File: config.mk
export PLATFORM = sky130hd
export DESIGN_NAME = vga_timing_gen
export DESIGN_NICKNAME = d
export VERILOG_FILES = /design/src/rtl/vga_timing_gen.sv
export SDC_FILE = /design/constraint.sdc
export NUM_CORES = 1
export LEC_CHECK = 0
export ABC_AREA = 1
export CAP_MARGIN = 0
export CORE_MARGIN = 10
export CORE_UTILIZATION = 30
export CTS_BUF_LIST = sky130_fd_sc_hd__clkbuf_16
export DETAILED_ROUTE_END_ITERATION = 6
export DONT_BUFFER_PORTS = 1
export SYNTH_ARGS = -nofsm -noshare
export SYNTH_HDL_FRONTEND = slang
export SYNTH_SLANG_ARGS = --single-unit
File: constraint.sdc
create_clock -name vga_clk -period 2.1 [get_ports vga_clk]
set_input_delay 0 -clock vga_clk [delete_from_list [all_inputs] [get_ports vga_clk]]
set_output_delay 0 -clock vga_clk [all_outputs]
set_load 0.005 [all_outputs]
File: src/rtl/vga_timing_gen.sv
// Parametrised VGA timing generator: horizontal/vertical counters, syncs,
// pixel request/valid strobes, pixel coordinates and gated pixel output.
module vga_timing_gen #(
  parameter int unsigned H_SYNC  = 96,
  parameter int unsigned H_BACK  = 48,
  parameter int unsigned H_VALID = 640,
  parameter int unsigned H_FRONT = 16,
  parameter int unsigned V_SYNC  = 2,
  parameter int unsigned V_BACK  = 33,
  parameter int unsigned V_VALID = 480,
  parameter int unsigned V_FRONT = 10,
  parameter bit          H_POL   = 1'b0,
  parameter bit          V_POL   = 1'b0,
  parameter int unsigned CNT_W   = 12,
  parameter int unsigned RGB_W   = 16
) (
  input  logic             vga_clk,
  input  logic             sys_rst,
  input  logic             en,
  input  logic [RGB_W-1:0] pix_data,
  output logic [RGB_W-1:0] rgb,
  output logic             hsync,
  output logic             vsync,
  output logic             pix_req,
  output logic             pix_valid,
  output logic [CNT_W-1:0] pix_x,
  output logic [CNT_W-1:0] pix_y,
  output logic             frame_start,
  output logic             line_start
);

  localparam int unsigned H_TOTAL_I = H_SYNC + H_BACK + H_VALID + H_FRONT;
  localparam int unsigned V_TOTAL_I = V_SYNC + V_BACK + V_VALID + V_FRONT;
  localparam int unsigned H_ST_I    = H_SYNC + H_BACK;
  localparam int unsigned V_ST_I    = V_SYNC + V_BACK;
  localparam int unsigned H_END_I   = H_ST_I + H_VALID - 1;
  localparam int unsigned V_END_I   = V_ST_I + V_VALID - 1;

  localparam logic [CNT_W-1:0] ONE       = CNT_W'(1);
  localparam logic [CNT_W-1:0] H_LAST    = CNT_W'(H_TOTAL_I - 1);
  localparam logic [CNT_W-1:0] V_LAST    = CNT_W'(V_TOTAL_I - 1);
  localparam logic [CNT_W-1:0] H_SYNC_C  = CNT_W'(H_SYNC);
  localparam logic [CNT_W-1:0] V_SYNC_C  = CNT_W'(V_SYNC);
  localparam logic [CNT_W-1:0] H_ST      = CNT_W'(H_ST_I);
  localparam logic [CNT_W-1:0] H_END     = CNT_W'(H_END_I);
  localparam logic [CNT_W-1:0] H_REQ_ST  = CNT_W'(H_ST_I - 1);
  localparam logic [CNT_W-1:0] H_REQ_END = CNT_W'(H_END_I - 1);
  localparam logic [CNT_W-1:0] V_ST      = CNT_W'(V_ST_I);
  localparam logic [CNT_W-1:0] V_END     = CNT_W'(V_END_I);

  logic             run;
  logic [CNT_W-1:0] cnt_h;
  logic [CNT_W-1:0] cnt_v;

  // Counters only advance once run has been high for a cycle, so an en rise
  // always starts with one cycle parked at (0,0).
  always_ff @(posedge vga_clk or posedge sys_rst) begin
    if (sys_rst) begin
      run   <= 1'b0;
      cnt_h <= '0;
      cnt_v <= '0;
    end else begin
      run <= en;
      if (en && run) begin
        if (cnt_h == H_LAST) begin
          cnt_h <= '0;
          cnt_v <= (cnt_v == V_LAST) ? '0 : cnt_v + ONE;
        end else begin
          cnt_h <= cnt_h + ONE;
        end
      end else begin
        cnt_h <= '0;
        cnt_v <= '0;
      end
    end
  end

  logic v_act;
  logic h_act;
  logic h_req;

  assign v_act = (cnt_v >= V_ST) && (cnt_v <= V_END);
  assign h_act = (cnt_h >= H_ST) && (cnt_h <= H_END);
  assign h_req = (cnt_h >= H_REQ_ST) && (cnt_h <= H_REQ_END);

  always_comb begin
    hsync       = ~H_POL;
    vsync       = ~V_POL;
    pix_req     = 1'b0;
    pix_valid   = 1'b0;
    pix_x       = '1;
    pix_y       = '1;
    frame_start = 1'b0;
    line_start  = 1'b0;
    rgb         = '0;
    if (run) begin
      hsync       = (cnt_h < H_SYNC_C) ? H_POL : ~H_POL;
      vsync       = (cnt_v < V_SYNC_C) ? V_POL : ~V_POL;
      pix_valid   = h_act && v_act;
      pix_req     = h_req && v_act;
      frame_start = (cnt_h == '0) && (cnt_v == '0);
      line_start  = (cnt_h == '0);
      // Coordinates refer to the pixel shown on the following cycle.
      if (h_req && v_act) begin
        pix_x = cnt_h + ONE - H_ST;
        pix_y = cnt_v - V_ST;
      end
      if (h_act && v_act) begin
        rgb = pix_data;
      end
    end
  end

endmodule

==> results of run 1 <==
-- cell usage in the layout (no fill, tap or decap), types with 2 or more instances in the layout --
master / synthesis / layout
nor2_4: 1 / 2
o21ai_0: 12 / 11
nor2_2: 5 / 5
clkbuf_16: 0 / 3
ha_1: 6 / 5
dfrtp_2: 0 / 3
or2_2: 2 / 2
nand2_1: 89 / 87
nor2_1: 58 / 58
inv_1: 55 / 56
buf_4: 1 / 11
nand3b_1: 3 / 3
dlygate4sd3_1: 0 / 2
nand3_2: 9 / 9
xor2_1: 7 / 7
nand3_1: 24 / 24
a21oi_1: 4 / 4
nor3_1: 5 / 5
o21ai_1: 2 / 2
nand2_2: 3 / 4
nand4_1: 9 / 9
inv_2: 4 / 4
dfrtp_1: 25 / 22
-- flip-flops by register name, summed over array words and instances (netlist names) --
signal / flops
cnt_h: 12
run: 1
cnt_v: 12
-- synth_stat cells (all sizes together), types with 2 or more instances --
cell and number:
nor2 65, nand3 34, ha 6, nand2 92
nor3 5, nand4 9, a21oi 4, o21ai 14
or2 2, xor2 7, dfrtp 25, inv 59
buf 7, nand3b 3
-- worst min-delay path: cells and delay by family --
family | cells | cell delay, ns
and+or+nand+nor | 2 | 0.11
buffers and inverters | 1 | 0.15
-- metrics by stage --
| stage | setup WS (ns) | hold WS (ns) |
|---|---|---|
| after floorplan | 0.582 | 0.0273 |
| after global placement | 0.339 | -0.0251 |
| after detailed placement | 0.329 | -0.0114 |
| after CTS | 0.0193 | 0.0296 |
| after global routing | 0.0103 | 0.0360 |
| final | 0.0668 | 0.0281 |
-- power groups by stage --
stage               Sequential, mW  Combinational [mW]  Clock [mW]
finish                       0.496              0.0872       0.437
global route                 0.497              0.0974       0.478
CTS                          0.494              0.0840       0.456
detailed placement           0.504              0.0809           0
global placement             0.504              0.0791           0
floorplan                    0.502              0.0519           0
-- per-layer routing --
| layer | wire length, um | GRT usage, % | share of wire [%] | vias to the layer above |
|---|---|---|---|---|
| li1 | - | - | - | 1073 |
| met1 | 2720 | 13.4 | 42 | 972 |
| met3 | 284 | 2.95 | 4.4 | 10 |
| met4 | 147 | 4.02 | 2.3 | 0 |
| met5 | 0 | 0 | 0 | - |
| met2 | 3360 | 19.0 | 52 | 46 |
-- final timing paths --
| check | endpoint | from | slack, ns | cells past startpoint |
|---|---|---|---|---|
| worst max-delay path | frame_start | cnt_h[0]$_DFF_PP0_ | 0.07 | 6 |
| worst min-delay path | cnt_h[2]$_DFF_PP0_ | en | 0.03 | 3 |
| worst max register to register | cnt_v[4]$_DFFE_PP0P_ | cnt_h[0]$_DFF_PP0_ | 0.48 | 10 |
| worst min register to register | cnt_h[11]$_DFF_PP0_ | cnt_h[11]$_DFF_PP0_ | 0.57 | 2 |
| max in group asynchronous | cnt_v[1]$_DFFE_PP0P_ | sys_rst | 1.57 | 3 |
| min in group asynchronous | cnt_v[3]$_DFFE_PP0P_ | sys_rst | 0.24 | 3 |
-- repair_timing --
item / 4_1_cts / 5_1_grt
resized for setup: 0 / 10
setup buffers: 0 / 3
hold buffers: 2 / 0
hold endpoints to repair: 26 / 0
setup endpoints to repair: 0 / 25
-- kinds of logic after synthesis --
family | after synthesis | synth area share [%]
simple gates | 212 | 45.8
buf+inv | 66 | 12.8
flops | 25 | 28.9
compound gates | 21 | 5.73
xor+xnor | 8 | 3.24
fa+ha+maj | 6 | 3.47
-- cell type report --
type,count,area [sq um],share of cell area [%]
well taps,96,120,4.87
flip-flops and latches,25,629,25.5
inverters,59,221,8.97
repair buffers,14,123,4.97
clock buffers,3,75.1,3.04
clock inverters,1,3.75,0.152
multi-input cells,248,1300,52.5
==> impl_metrics.yaml, run 1 <==
clock_tree:
  worst_skew_pair.late_latency_ns: 0.26
  clkTransAtPathRegs_ns: 0.07
  ctsHtreeMaxLevel: 1
  clkSinkCount: 25
  cts_buffer_depth: 2
  tritoncts: "done"
  numCtsBuffers: 3
  cts-root-buf: "clkbuf_16"
die:
  floorplan.core_area_sq_mm: 0.00691
  initial_utilization_pct: 31.3
  die_height_um: 105
  top_level_ports: 65
  std_cell_rows: 30
  die_area_sq_mm: 0.0110
  die_width_um: 105
yosys:
  synth_top_area_cell: "dfrtp_1"
  post_synth_main_area_contributors: "dfrtp_1 (29%), nand2_1 (15%), nor2_1 (10%)"
  synth.distinct_cells: 30
  synthDominantCellAreaShare_pct: 28.9
  ys_warn_count: 0
  post_synth.cell_area_avg_sq_um: 6.40
  synth-edff-count: 0
  yosysSeqAreaShare_pct: 28.9
  mappedNetlistNets: 363
  async_reset_ff_share_pct: 100
  yosys_most_used_dff: "dfrtp_1"
  post_synth_instance_area_sq_mm: 0.00216
  synth-seq-cells: 25
  postSynthCellCount: 338
sta:
  final_hold_viol_count: 0
  slew-limit-headroom_pct: 64.4
  final-setup-viol-count: 0
  worst_pin_slew_ns: 0.529
  rsz0062_at_grt: "no"
  layout_worst_path_cycle_share_pct: 96.8
  min_period_ns: 2.03
  totalNegativeSetupSlack_ns: 0
  fmax_mhz: 492
  final_count_of_pins_violating_max_slew: 0
  final.setup_skew_ns: 0.00138
detailed_routing:
  detailedRoute.firstPassIterationCount: 4
  drc: 0
  routedWlPerCell_um: 14.6
  dr.first_iter.drc_count: 129
  routed_vias: 2101
  totalWireLength_um: 6520
  viasPerCell: 4.71
  antenna_violating_nets_post_route: 0
setup_path:
  timing.critical_path.cells: "inv_1, ha_1, nand2_1, nor4_1, nand3_1, nor3_1"
  critical_path.endpoint_type: "primary output"
  critPathTopFamily: "simple AND/OR/NAND/NOR gates"
  criticalPathCategory: "reg -> out"
  crit_path_start_kind: "register"
  cp.required_ns: 2.10
  cpPeakStageDelay_ns: 0.49
  critical_path_buf_inv_count: 1
  worst-endpoint-arrival_ns: 2.03
  cpMaxStageDelayCell: "nor4_1"
  worstPathMaxFanout: 4
power_and_ir_drop:
  totalPowerFinal_mw: 1.02
  vdd.ir_drop.worst_mv: 0.246
  power-per-cell-area_mw_per_mm2: 413
  intPower_uw: 772
  total_switching_power_uw: 248
  power.share.sequential_pct: 48.6
  static_leakage_nw: 1.26
  pwr-share-comb_pct: 8.5
  clockPowerShare_pct: 42.9
  power_switching_share_pct: 24.3
place:
  gpl.final_weighted_congestion: 0.926
  detailedPlacementHpwl_um: 5070
  placed_cell_area_sq_mm: 0.00229
  dp_cells: 436
  port_buffers: 0
global_route:
  grt_first_pass_wirelength_um: 10400
  grt_pass1_vias: 2043
  grt_use_total_pct: 11.3
  grt_start_max_net_pins: 26
  antenna_found_initial: 0
  globalRouteOverflowTotal: 0
cells_and_area:
  insertedDiodeCount: 0
  nNetsFinal: 376
  final_instance_area_sq_mm: 0.00247
  layout-drive-gt1-share_pct: 14.3
  areaGrowthSynthToFinish_pct: 14.2
  layout.filler_cells: 778
  finish.cell_count_without_fillers: 446
  layout.core_utilization_pct: 35.7
worst_hold_path:
  min_path_type: "in -> reg"
run:
  max_cap_violations: 0
run_status:
  run_status: "finished, final reports clean"
Power figures use the tool's default switching activity.
==> inputs of run 2 (changes only) <==
--- a/config.mk
+++ b/config.mk
@@ -12,6 +12,8 @@
 export CTS_BUF_LIST = sky130_fd_sc_hd__clkbuf_16
 export DETAILED_ROUTE_END_ITERATION = 6
 export DONT_BUFFER_PORTS = 1
+export GPL_TIMING_DRIVEN = 1
+export REMOVE_ABC_BUFFERS = 1
 export SYNTH_ARGS = -nofsm -noshare
 export SYNTH_HDL_FRONTEND = slang
 export SYNTH_SLANG_ARGS = --single-unit
==> constraint.sdc (replaced) <==
create_clock -name vga_clk -period 2.35 [get_ports vga_clk]
set_input_delay 0 -clock vga_clk [delete_from_list [all_inputs] [get_ports vga_clk]]
set_output_delay 0 -clock vga_clk [all_outputs]
set_load 0.005 [all_outputs]
==> impl_metrics.yaml, run 2 (same netlist as run 1, synthesis figures left out) <==
sta:
  final_hold_viol_count: 0
  slew-limit-headroom_pct: 31.0
  fin_worst_hold_slack_ns: 0.0537
  worst_pin_slew_ns: 1.03
  layout_worst_path_cycle_share_pct: 90.7
  min_period_ns: 2.13
  final-setup-viol-count: 0
  rsz0062_at_grt: "no"
  fmax_mhz: 469
  final_count_of_pins_violating_max_slew: 0
  final.setup_skew_ns: 0.00174
  totalNegativeSetupSlack_ns: 0
cells_and_area:
  layout.core_utilization_pct: 33.9
  areaGrowthSynthToFinish_pct: 8.28
  layout-drive-gt1-share_pct: 9.73
  commonest_cells_after_routing_fill_and_taps_aside: "nand2_1 (89), nor2_1 (58), inv_1 (55), dfrtp_1 (25), nand3_1 (24)"
  nNetsFinal: 365
  insertedDiodeCount: 0
  largest_registers: "cnt_h: 12 flops, cnt_v: 12 flops, run: 1 flops"
  layout_commonest_cell: "nand2_1"
  finish.cell_count_without_fillers: 435
  layout.filler_cells: 772
detailed_routing:
  routedWlPerCell_um: 13.9
  detailedRoute.firstPassIterationCount: 4
  drc: 0
  highest_layer: "met4"
  routed_vias: 2062
  viasPerCell: 4.74
  met2WireLength_um: 3020
  antenna_violating_nets_post_route: 0
  met3_length_um: 334
  totalWireLength_um: 6050
  wl_met1_um: 2670
  dr.first_iter.drc_count: 134
clock_tree:
  ctsHtreeMaxLevel: 1
  worst_skew_pair.late_latency_ns: 0.26
  clkSinkCount: 25
  numCtsBuffers: 3
  cts-root-buf: "clkbuf_16"
  clkTransAtPathRegs_ns: 0.07
  count_of_instances_resized_after_the_clock_tree_is_built: 0
  tritoncts: "done"
  cts_post_setup_buffers_inserted: 0
  cts_buffer_depth: 2
global_route:
  grt_start_max_net_pins: 26
  grt_first_pass_wirelength_um: 9910
  globalRouteOverflowTotal: 0
  grt_pass1_vias: 2001
  antenna_found_initial: 0
  grt_use_total_pct: 10.6
die:
  floorplan.core_area_sq_mm: 0.00691
  std_cell_rows: 30
  die_height_um: 105
  initial_utilization_pct: 31.3
  die_width_um: 105
  die_area_sq_mm: 0.0110
  top_level_ports: 65
worst_hold_path:
  worst_hold_path.num_cells: 2
  min_path_type: "in -> reg"
setup_path:
  reg2reg_depth: 10
  critical_path_buf_inv_count: 1
  path_depth: 8
  critical_path.endpoint_type: "primary output"
  crit_path_start_kind: "register"
  worstPathMaxFanout: 25
  cpMaxStageDelayCell: "dfrtp_1"
  cpPeakStageDelay_ns: 0.52
  criticalPathCategory: "reg -> out"
  worst-endpoint-arrival_ns: 2.13
  critPathTopFamily: "simple AND/OR/NAND/NOR gates"
  cp.required_ns: 2.35
  timing.critical_path.cells: "ha_1, inv_1, nand3_4, a21boi_4, nand3_2, nand2_2, nor2_8, o21ai_0"
place:
  dp_cells: 429
  gpl.final_weighted_congestion: 0.844
  port_buffers: 0
  detailedPlacementHpwl_um: 4860
run:
  max_cap_violations: 0
power_and_ir_drop:
  power-per-cell-area_mw_per_mm2: 389
  static_leakage_nw: 1.21
  vdd.ir_drop.worst_mv: 0.219
run_status:
  run_status: "finished, final reports clean"
[run 2: changes by cell type in the layout (fill, tap and decap cells not counted), sizes merged]
cell    delta
nor2       -1
clkinv     +1
inv        -1
buf       -10
[run 2: area by class of cell]
class                   instances  area (sq um)  share of cell area (%)
clock inverters                 1          5.00                   0.214
repair buffers                  4          35.0                    1.50
clock buffers                   3          75.1                    3.21
flip-flops and latches         25           626                    26.7
inverters                      59           221                    9.46
well taps                      96           120                    5.13
multi-input cells             247          1260                    53.8
[run 2: worst reg2reg max path: stages (launching register included)]
cell and delay (ns):
dfrtp_1 0.42, ha_1 0.26, nand3_1 0.13, nor2_1 0.13, nand2_1 0.07, nand2_2 0.23
buf_4 0.26, nand2_1 0.08, nand2_1 0.06, nand2_1 0.04, a21oi_1 0.12
[run 2: power by group]
group	switching (mW)	leakage [nW]	internal, mW
clock	0.171	0.0409	0.230
sequential	0.00866	0.345	0.435
combinational	0.0465	0.829	0.0196
[run 2: metrics by stage]
stage	setup WS [ns]	power, mW	area (sq um)
2_1_floorplan	0.732	0.493	2110
3_3_place_gp	0.497	0.515	2240
3_5_place_dp	0.476	0.516	2240
4_1_cts	0.179	0.917	2340
5_1_grt	0.0149	0.947	2340
6_report	0.218	0.910	2340
[run 2: repair_timing]
| item | in CTS | in global routing |
|---|---|---|
| hold buffers | 2 | 0 |
| hold endpoints to repair | 26 | 0 |
| endpoints found under the setup margin | 0 | 0 |
[run 2: worst paths after layout]
kind	end	start	slack, ns
max in group asynchronous	cnt_h[1]$_DFF_PP0_	sys_rst	1.30
max reg2reg	cnt_v[5]$_DFFE_PP0P_	cnt_h[0]$_DFF_PP0_	0.48
max	pix_x[7]	cnt_v[0]$_DFFE_PP0P_	0.22
min reg2reg	cnt_h[0]$_DFF_PP0_	cnt_h[0]$_DFF_PP0_	0.53
min	cnt_h[2]$_DFF_PP0_	en	0.05
min in group asynchronous	cnt_v[3]$_DFFE_PP0P_	sys_rst	0.42
[run 2: layer usage]
layer  track usage, %  vias up
li1                 -     1049
met1             13.1      958
met2             18.5       51
met3             2.33        4
met4             2.06        0
met5                0        -
